File: config.mk
export PLATFORM = sky130hd
export DESIGN_NAME = entropy_source_pool
export DESIGN_NICKNAME = d
export VERILOG_FILES = /design/src/rtl/entropy_source_pool_pkg.sv /design/src/rtl/entropy_lfsr.sv /design/src/rtl/entropy_source_pool.sv
export SDC_FILE = /design/constraint.sdc
export NUM_CORES = 1
export LEC_CHECK = 0
export ABC_AREA = 1
export CORE_MARGIN = 3
export CORE_UTILIZATION = 30
export CTS_BUF_LIST = sky130_fd_sc_hd__clkbuf_4 sky130_fd_sc_hd__clkbuf_8
export DETAILED_ROUTE_END_ITERATION = 7
export PLACE_DENSITY = 0.54
export SYNTH_ARGS = -nofsm -noshare
export SYNTH_HDL_FRONTEND = slang
export SYNTH_SLANG_ARGS = --single-unit
File: constraint.sdc
create_clock -name g_clk -period 4.38 [get_ports g_clk]
set_input_delay 0.876 -clock g_clk [delete_from_list [all_inputs] [get_ports g_clk]]
set_output_delay 0.876 -clock g_clk [all_outputs]
set_load 0.01 [all_outputs]
File: src/rtl/entropy_source_pool_pkg.sv
// rtl/entropy_source_pool_pkg.sv - shared status encodings and controller state type
package entropy_source_pool_pkg;

  localparam logic [1:0] OPST_BIST = 2'b00;
  localparam logic [1:0] OPST_ES16 = 2'b01;
  localparam logic [1:0] OPST_WAIT = 2'b10;
  localparam logic [1:0] OPST_DEAD = 2'b11;

  typedef enum logic [1:0] {
    ST_BIST,
    ST_RUN,
    ST_DEAD
  } state_t;

endpackage

File: src/rtl/entropy_lfsr.sv
// rtl/entropy_lfsr.sv - one XNOR-feedback LFSR channel with seed load
module entropy_lfsr #(
  parameter int              LFSR_W    = 32,
  parameter logic [LFSR_W-1:0] LFSR_TAPS = LFSR_W'(64'h80200003)
) (
  input  logic              clk,
  input  logic              step,
  input  logic              load,
  input  logic [LFSR_W-1:0] seed,
  output logic [LFSR_W-1:0] state
);

  // load outranks step so a reset or reseed always wins over the shift
  always_ff @(posedge clk) begin
    if (load) begin
      state <= seed;
    end else if (step) begin
      state <= {state[LFSR_W-2:0], ~(^(state & LFSR_TAPS))};
    end
  end

endmodule

File: src/rtl/entropy_source_pool.sv
// rtl/entropy_source_pool.sv - LFSR entropy source with self-test, health check and sample pool
module entropy_source_pool
  import entropy_source_pool_pkg::*;
#(
  parameter int          LFSR_W           = 32,
  parameter int          N_LFSR           = 2,
  parameter logic [63:0] LFSR_TAPS        = 64'h80200003,
  parameter logic [63:0] PRNG_RESET_VALUE = 64'hABCDEF37,
  parameter int          FIFO_DEPTH       = 4,
  parameter int          BIST_CYCLES      = 64,
  parameter int          RCT_LIMIT        = 4
) (
  input  logic        g_clk,
  input  logic        g_reset,
  input  logic        es_entropy_req,
  output logic [1:0]  es_entropy_opst,
  output logic [15:0] es_entropy_data,
  input  logic        es_noise_test,
  input  logic        es_noise_wr,
  input  logic [31:0] es_noise_wdata,
  output logic [31:0] es_noise_rdata
);

  localparam int PW = (FIFO_DEPTH > 1) ? $clog2(FIFO_DEPTH) : 1;
  localparam int CW = $clog2(FIFO_DEPTH + 1);
  localparam int BW = $clog2(BIST_CYCLES + 1);
  localparam int RW = $clog2(RCT_LIMIT + 1);
  localparam logic [LFSR_W-1:0] BASE_SEED = PRNG_RESET_VALUE[LFSR_W-1:0];

  // all-ones is the XNOR lock-up state, so it is never allowed in as a seed
  function automatic logic [LFSR_W-1:0] fix_seed(input logic [LFSR_W-1:0] s);
    fix_seed = s;
    if (&s) fix_seed = (&BASE_SEED) ? '0 : BASE_SEED;
  endfunction

  function automatic logic [LFSR_W-1:0] rotl(input logic [LFSR_W-1:0] x, input int r);
    logic [2*LFSR_W-1:0] d;
    d    = {x, x};
    rotl = LFSR_W'(d >> (LFSR_W - r));
  endfunction

  logic [LFSR_W-1:0] ch_state [N_LFSR];
  logic [LFSR_W-1:0] wdata_w;
  logic [15:0]       raw;
  logic              do_write, lfsr_step, lfsr_load;

  state_t  state, state_next;
  logic [BW-1:0] bist_cnt;
  logic          bist_done;

  logic [RW-1:0] rct_cnt, rct_next;
  logic [15:0]   prev_raw;
  logic          rct_active, rct_fail;

  logic [15:0]   pool_mem [FIFO_DEPTH];
  logic [PW-1:0] wr_ptr, rd_ptr;
  logic [CW-1:0] pool_cnt;
  logic          pool_full, push, pop;

  assign do_write  = es_noise_wr & es_noise_test;
  assign wdata_w   = LFSR_W'(es_noise_wdata);
  assign lfsr_step = (state != ST_DEAD);
  assign lfsr_load = g_reset | do_write;

  for (genvar i = 0; i < N_LFSR; i++) begin : g_lfsr
    localparam int ROT = (7 * i) % LFSR_W;
    logic [LFSR_W-1:0] seed;

    assign seed = g_reset ? fix_seed(rotl(BASE_SEED, ROT))
                          : fix_seed(rotl(wdata_w, ROT));

    entropy_lfsr #(
      .LFSR_W   (LFSR_W),
      .LFSR_TAPS(LFSR_TAPS[LFSR_W-1:0])
    ) u_lfsr (
      .clk  (g_clk),
      .step (lfsr_step),
      .load (lfsr_load),
      .seed (seed),
      .state(ch_state[i])
    );
  end

  always_comb begin
    raw = '0;
    for (int i = 0; i < N_LFSR; i++) raw ^= ch_state[i][15:0];
  end

  // repetition-count health test; history reg restarts at zero on reset/reseed
  assign rct_active = (state != ST_DEAD);
  assign rct_next   = (raw == prev_raw) ? rct_cnt + RW'(1) : '0;
  assign rct_fail   = rct_active && (rct_next == RW'(RCT_LIMIT - 1));

  always_ff @(posedge g_clk) begin
    if (g_reset || do_write) begin
      rct_cnt  <= '0;
      prev_raw <= '0;
    end else if (rct_active) begin
      rct_cnt  <= rct_next;
      prev_raw <= raw;
    end
  end

  assign bist_done = (bist_cnt == BW'(BIST_CYCLES - 1));

  always_ff @(posedge g_clk) begin
    if (g_reset || do_write) begin
      bist_cnt <= '0;
    end else if (state == ST_BIST) begin
      bist_cnt <= bist_cnt + BW'(1);
    end
  end

  always_ff @(posedge g_clk) begin
    if (g_reset) state <= ST_BIST;
    else         state <= state_next;
  end

  // a reseed restarts self-test and outranks a same-cycle health failure
  always_comb begin
    state_next = state;
    case (state)
      ST_BIST: if (bist_done) state_next = ST_RUN;
      default: ;
    endcase
    if (rct_fail) state_next = ST_DEAD;
    if (do_write && state != ST_DEAD) state_next = ST_BIST;
  end

  always_comb begin
    es_entropy_opst = OPST_BIST;
    if (!g_reset) begin
      case (state)
        ST_RUN:  es_entropy_opst = (pool_cnt != '0) ? OPST_ES16 : OPST_WAIT;
        ST_DEAD: es_entropy_opst = OPST_DEAD;
        default: es_entropy_opst = OPST_BIST;
      endcase
    end
  end

  assign pool_full = (pool_cnt == CW'(FIFO_DEPTH));
  assign pop       = es_entropy_req && (es_entropy_opst == OPST_ES16);
  assign push      = (state == ST_RUN) && !es_noise_test && (!pool_full || pop);

  always_ff @(posedge g_clk) begin
    if (g_reset || do_write) begin
      wr_ptr   <= '0;
      rd_ptr   <= '0;
      pool_cnt <= '0;
    end else begin
      if (push) begin
        pool_mem[wr_ptr] <= raw;
        wr_ptr           <= wr_ptr + PW'(1);
      end
      if (pop) rd_ptr <= rd_ptr + PW'(1);
      if (push && !pop)      pool_cnt <= pool_cnt + CW'(1);
      else if (pop && !push) pool_cnt <= pool_cnt - CW'(1);
    end
  end

  assign es_entropy_data = (es_entropy_opst == OPST_ES16) ? pool_mem[rd_ptr] : 16'h0;
  assign es_noise_rdata  = (es_noise_test && !g_reset) ? {16'h0, raw} : 32'h0;

endmodule

## Word-level counts from Yosys, hierarchy flattened

Memories as Yosys holds them, arrays and structs flattened. A register that Yosys moved wholly into a read port is not among the register bits.
Cells that the tools add are included.

- Register bits after elaboration: 99
- Latch bits: 0
- Memory bits (writable): 64
- ROM bits: 0
- Input port bits: 37
- Output and inout bits: 50
- Word-level logic and storage cells: 82
- Memories: 1

Memory list:

| name | depth | bits a word | read ports | clocked after memory_dff | wr ports | line | text |
|---|---|---|---|---|---|---|---|
| pool_mem | 4 | 16 | 1 | 1 | 1 | entropy_source_pool.sv:55 | `logic [15:0] pool_mem [FIFO_DEPTH];` |

- $add $sub $neg: 6
- Multipliers: 0
- Divide/modulo/power cells: 0
- $lt $le $gt $ge: 0
- Equal/unequal tests: 8
- Shift-type cells: 0
- Muxes and demuxes: 24
- Bitwise operators: 5
- Reductions and logical operators: 28

Operators with widths:

| operator | count |
|---|---|
| $mux W32 | 8 |
| $reduce_xor A32 Y1 | 2 |
| $mux W16 | 2 |
| $reduce_and A32 Y1 | 1 |
| $eq A16 B16 Y1 | 1 |
| $xor A16 B16 Y16 | 1 |
| $mux W2 | 7 |
| $mux W3 | 3 |
| $logic_and A1 B1 Y1 | 8 |
| $reduce_bool A2 Y1 | 4 |
| $add A7 B1 Y7 const B | 1 |
| $eq A7 B6 Y1 const B | 1 |
| $add A3 B1 Y3 const B | 2 |
| $logic_not A1 Y1 | 5 |
| $add A2 B1 Y2 const B | 2 |
| $eq A2 B1 Y1 const B | 2 |
| $pmux W2 S2 | 1 |
| $reduce_and A2 Y1 | 2 |
| $eq A3 B2 Y1 const B | 1 |
| $eq A3 B3 Y1 const B | 1 |
| $mux W1 | 3 |
| $reduce_bool A3 Y1 | 1 |
| $reduce_or A3 Y1 | 1 |
| $sub A3 B1 Y3 const B | 1 |
| 8 further kinds | 10 |

## Depth between registers and ports, before layout

Gate-level depths: netlist (run 1).

- Depth after elaboration: 12
- Gate-level depth with buffers: 17
- Gate-level depth less buffers: 17

## Hierarchy

From an unflattened synthesis (run 1), not the netlist that was laid out.

- Cell total of the unflattened synthesis: 991
- Area total of the unflattened synthesis: 8270.4 um2

By module, submodules not included:

| module | times used | cells an instance | area each (um2) | sequential area each (um2) |
|---|---|---|---|---|
| entropy_source_pool | 1 | 687 | 5377.7 | 2662.6 |
| entropy_lfsr | 2 | 152 | 1446.4 | 960.9 |

## Worst setup path before layout (run 1)

Ideal clock, no wire load.

- Path kind: input port to flip-flop
- Start: in g_reset
- End: reg g_lfsr[0].u_lfsr.state[0] (enable)
- Library setup time: 688 ps
- Arrival time: 2612 ps
- Required time: 3692 ps
- Slack: 1080 ps
- Stages: 6
- Path buffers: 2
- Path through: buf_2 inv_2 nand2_1 inv_2 clkbuf_1 nand2_1

- Cells in the longest elaborated chain, start to end: 2

Ends and longest elaborated chain:

| element | line | text |
|---|---|---|
| from (decl) | entropy_source_pool.sv:14 | `input logic g_reset,` |
| $or A1 B1 Y1 | entropy_source_pool.sv:63 | `assign lfsr_load = g_reset \| do_write;` |
| $reduce_bool A2 Y1 (no line) | -- |  |
| to (signal assigned) | entropy_lfsr.sv:18 | `state <= {state[LFSR_W-2:0], ~(^(state & LFSR_TAPS))};` |
| to (decl) | entropy_lfsr.sv:10 | `output logic [LFSR_W-1:0] state` |

No other way between the ends.
A chain may end at the register's enable or synchronous reset.

## Worst setup path after layout (run 1)

- Start: in g_reset
- End: out es_entropy_data[6]

- Cells in the longest elaborated chain, start to end: 3

Ends and longest elaborated chain:

| element | line | text |
|---|---|---|
| $mux W2 | entropy_source_pool.sv:132 | `if (!g_reset) begin` |
| $eq A2 B1 Y1 | entropy_source_pool.sv:161 | `assign es_entropy_data = (es_entropy_opst == OPST_ES16) ? pool_mem[rd_ptr] : 16'h0;` |
| $mux W16 | entropy_source_pool.sv:161 |  |
| to (decl) | entropy_source_pool.sv:17 | `output logic [15:0] es_entropy_data,` |

No other way between the ends.

==> metrics.json, run 1 <==
{
  "die_w_um": 167,
  "slew_violations": 0,
  "achievable-frequency_mhz": 267,
  "clock_latency_ns": 0.46,
  "die_area_mm2": 0.0280,
  "timing.final.ws_setup_ns": 0.634,
  "total_power_w": 0.00338,
  "detail_route.drc_violations": 0,
  "filler_cell_count": 2585,
  "outcome": "finished clean",
  "fin_tns_setup_ns": 0,
  "grtUsageMet1": 0.200,
  "avgSynthCellArea_um2": 9.22,
  "vias_per_cell": 4.59,
  "std_cell_rows": 58,
  "critPathLaunchType": "primary input",
  "yosys_most_used_dff": "edfxtp_1",
  "routed_vias": 5784,
  "post-route-period-util": 0.855,
  "placeableCoreArea_mm2": 0.0254,
  "grt.met3_usage": 0.0257,
  "1st_iter_drt_viols": 555,
  "final_antenna_net_count": 0,
  "ys.warnings.count": 0,
  "timing.critical_path.fanout_max": 20,
  "r2r-end": "pool_cnt[2]",
  "wire_per_inst_um": 14.9,
  "power.ir.vdd_worst_v": 0.000148,
  "worstHoldPathCells": 2,
  "worst_clock_skew_ns": 0.0145,
  "multi_input_area_mm2": 0.00261,
  "h-tree-depth": 4,
  "hold_path.class": "flip-flop to flip-flop",
  "crit_type": "primary input to primary output",
  "synth_enable_flop_cells": 128,
  "cellPowerDensity_mw_per_mm2": 365,
  "max-clock-path-buffers": 2,
  "yosysTopAreaCellShare": 0.491,
  "timing.hold.worst.start": "bist_cnt[6]",
  "period_needed_ns": 3.75,
  "arrival_ns": 2.87,
  "worst_pin_slew_ns": 0.921,
  "initial_core_util": 0.308,
  "yosysSeqAreaShare": 0.586,
  "final_net_count": 965,
  "detailed_place_hpwl_mm": 13.0,
  "cell_types_occupying_the_most_area_after_synthesis": "edfxtp_1, dfxtp_1, nand2_1",
  "route.final.wire_length_mm": 18.7,
  "busiest_grt_layer": "met1",
  "cts.sink_count": 165,
  "cts_made_buffers": 17,
  "required_ns": 3.50,
  "drive_above_1_share": 0.0839,
  "regToRegStartpoint": "state[0]",
  "first_global_vias": 5392,
  "layout-area-overhead-vs-synth_pct": 18.2,
  "port-buffer-count": 70,
  "antenna_found_initial": 0,
  "grt_usage": 0.135,
  "worst_setup_path_end_kind": "primary output",
  "grt_pass1_wl_mm": 29.8,
  "netlist_instances": 848,
  "clkSlewWorstSetupHoldPaths_ns": 0.09,
  "r2r_cell_count": 17,
  "grt_setup_unrepaired": "no",
  "drv.max_cap_violation_count": 0,
  "cts-root-buf": "clkbuf_8",
  "post-cts-setup-buffers": 0,
  "async_flop_share": 0,
  "yosys.area.top_type": "edfxtp_1",
  "dpl_worst_slack_ns": 0.620,
  "grt_start_max_net_pins": 75,
  "drt_first_pass_iters": 5,
  "finalSetupViolations": 0,
  "post_synth_instance_area_mm2": 0.00782,
  "ys_seq_elements": 165,
  "final_estimated_routing_congestion_in_global_placement": 0.759,
  "cts_hold_buf": 0,
  "relSlewSlack": 0.385,
  "timing_hold_violations_final": 0,
  "whs_endpoint": "bist_cnt[6]",
  "final_cell_mix": "nand2_1, edfxtp_1, nor2_1",
  "routing_usage_on_met2": 0.200,
  "reg2reg_setup_slack_ns": 1.56,
  "tritoncts": "built",
  "synthDistinctLibCells": 39,
  "boundaryPins": 87,
  "power_leakage_nw": 3.69,
  "grt_overflow_total": 0,
  "final_common_cell": "nand2_1",
  "cts_resized": 0,
  "footprint_of_the_flip_flops_and_latches_mm2": 0.00458,
  "n_antenna_cell": 0,
  "die_y_um": 167
}
logic make-up after synthesis:
group	Yosys count	synth area share
AO/OA/AOI/OAI	178	0.122
XOR/XNOR	10	0.0112
adder cells (fa/ha/maj)	11	0.0186
buffers and inverters	162	0.0885
flip-flops	165	0.586
other	1	0.000479
AND/OR/NAND/NOR	321	0.173
sequential cells by signal, indices dropped and copies added (netlist names), named ones only:
register             cells
bist_cnt                 7
g_lfsr.u_lfsr.state     64
pool_cnt                 3
pool_mem                64
prev_raw                16
rct_cnt                  3
rd_ptr                   2
state                    2
wr_ptr                   2
Yosys cell counts, drive strengths merged, types with 2 or more instances:
| cell type | n |
|---|---|
| ha | 10 |
| buf | 33 |
| o221ai | 5 |
| a21oi | 60 |
| o32ai | 2 |
| edfxtp | 128 |
| nand2 | 172 |
| clkbuf | 15 |
| dfxtp | 37 |
| o21ai | 99 |
| nand4 | 7 |
| o22a | 3 |
| o22ai | 5 |
| nor2 | 114 |
| nand3 | 22 |
| nor3 | 4 |
| inv | 114 |
| xnor2 | 9 |
metal layers:
layer,part of all wire,vias to the layer above
met5,0,-
met4,0.014,0
met3,0.049,18
met2,0.43,155
met1,0.50,2702
li1,-,2909
power breakdown:
part / internal, W / switching (W) / total, W
Sequential: 0.00179 / 0.0000391 / 0.00183
Clock: 0.000583 / 0.000569 / 0.00115
Combinational: 0.000141 / 0.000253 / 0.000394
Total: 0.00251 / 0.000862 / 0.00338
final cells by class:
type | instances | share of cell area
multi-input combinational | 536 | 0.282
clock inverter | 13 | 0.0171
timing repair buffer | 83 | 0.0864
tap | 330 | 0.0447
inverter | 114 | 0.0463
clock buffer | 19 | 0.0276
sequential | 165 | 0.496
worst max-delay path by stage:
| stage | from | to | slack [ns] | cells after the start |
|---|---|---|---|---|
| after floorplan | g_reset | g_lfsr[0].u_lfsr.state[0] | 1.08 | 6 |
| after global placement | g_reset | es_entropy_data[6] | 0.74 | 6 |
| after detailed placement | g_reset | es_entropy_data[6] | 0.62 | 6 |
| after CTS | g_reset | es_entropy_data[6] | 0.62 | 6 |
| after global routing | g_reset | es_entropy_data[3] | 0.51 | 6 |
| final | g_reset | es_entropy_data[6] | 0.63 | 6 |
critical path, stage by stage:
cell and delay [ns]:
clkdlybuf4s50_1 0.42, buf_4 0.22, nor2_2 0.20, nand4_4 0.29, a21oi_1 0.27, clkdlybuf4s50_1 0.57
metrics by stage:
stage | instances | util | instance area, µm² | hold WS (ns)
after floorplan | 863 | - | 7880 | 0.444
after global placement | 1228 | 0.348 | 8830 | 0.456
after global routing | 1260 | 0.364 | 9240 | 0.524
after detailed placement | 1228 | 0.348 | 8830 | 0.470
final | 1260 | 0.364 | 9240 | 0.485
after CTS | 1260 | 0.364 | 9240 | 0.488
No activity file was read; power rests on OpenSTA's default activity.
==> inputs of run 2 (changes only) <==
--- a/config.mk
+++ b/config.mk
@@ -10,7 +10,9 @@
 export CORE_UTILIZATION = 30
 export CTS_BUF_LIST = sky130_fd_sc_hd__clkbuf_4 sky130_fd_sc_hd__clkbuf_8
 export DETAILED_ROUTE_END_ITERATION = 7
+export GPL_ROUTABILITY_DRIVEN = 0
 export PLACE_DENSITY = 0.54
+export SETUP_SLACK_MARGIN = 0.02
 export SYNTH_ARGS = -nofsm -noshare
 export SYNTH_HDL_FRONTEND = slang
 export SYNTH_SLANG_ARGS = --single-unit
==> results of run 2 <==
The final DEF is identical to that of run 1; final timing and power are the same.
==> inputs of run 3 (changes only) <==
--- a/config.mk
+++ b/config.mk
@@ -6,6 +6,7 @@
 export NUM_CORES = 1
 export LEC_CHECK = 0
 export ABC_AREA = 1
+export ABC_CLOCK_PERIOD_IN_PS = 4380
 export CORE_MARGIN = 3
 export CORE_UTILIZATION = 30
 export CTS_BUF_LIST = sky130_fd_sc_hd__clkbuf_4 sky130_fd_sc_hd__clkbuf_8
==> results of run 3 <==
The final DEF is identical to that of run 1; final timing and power are the same.
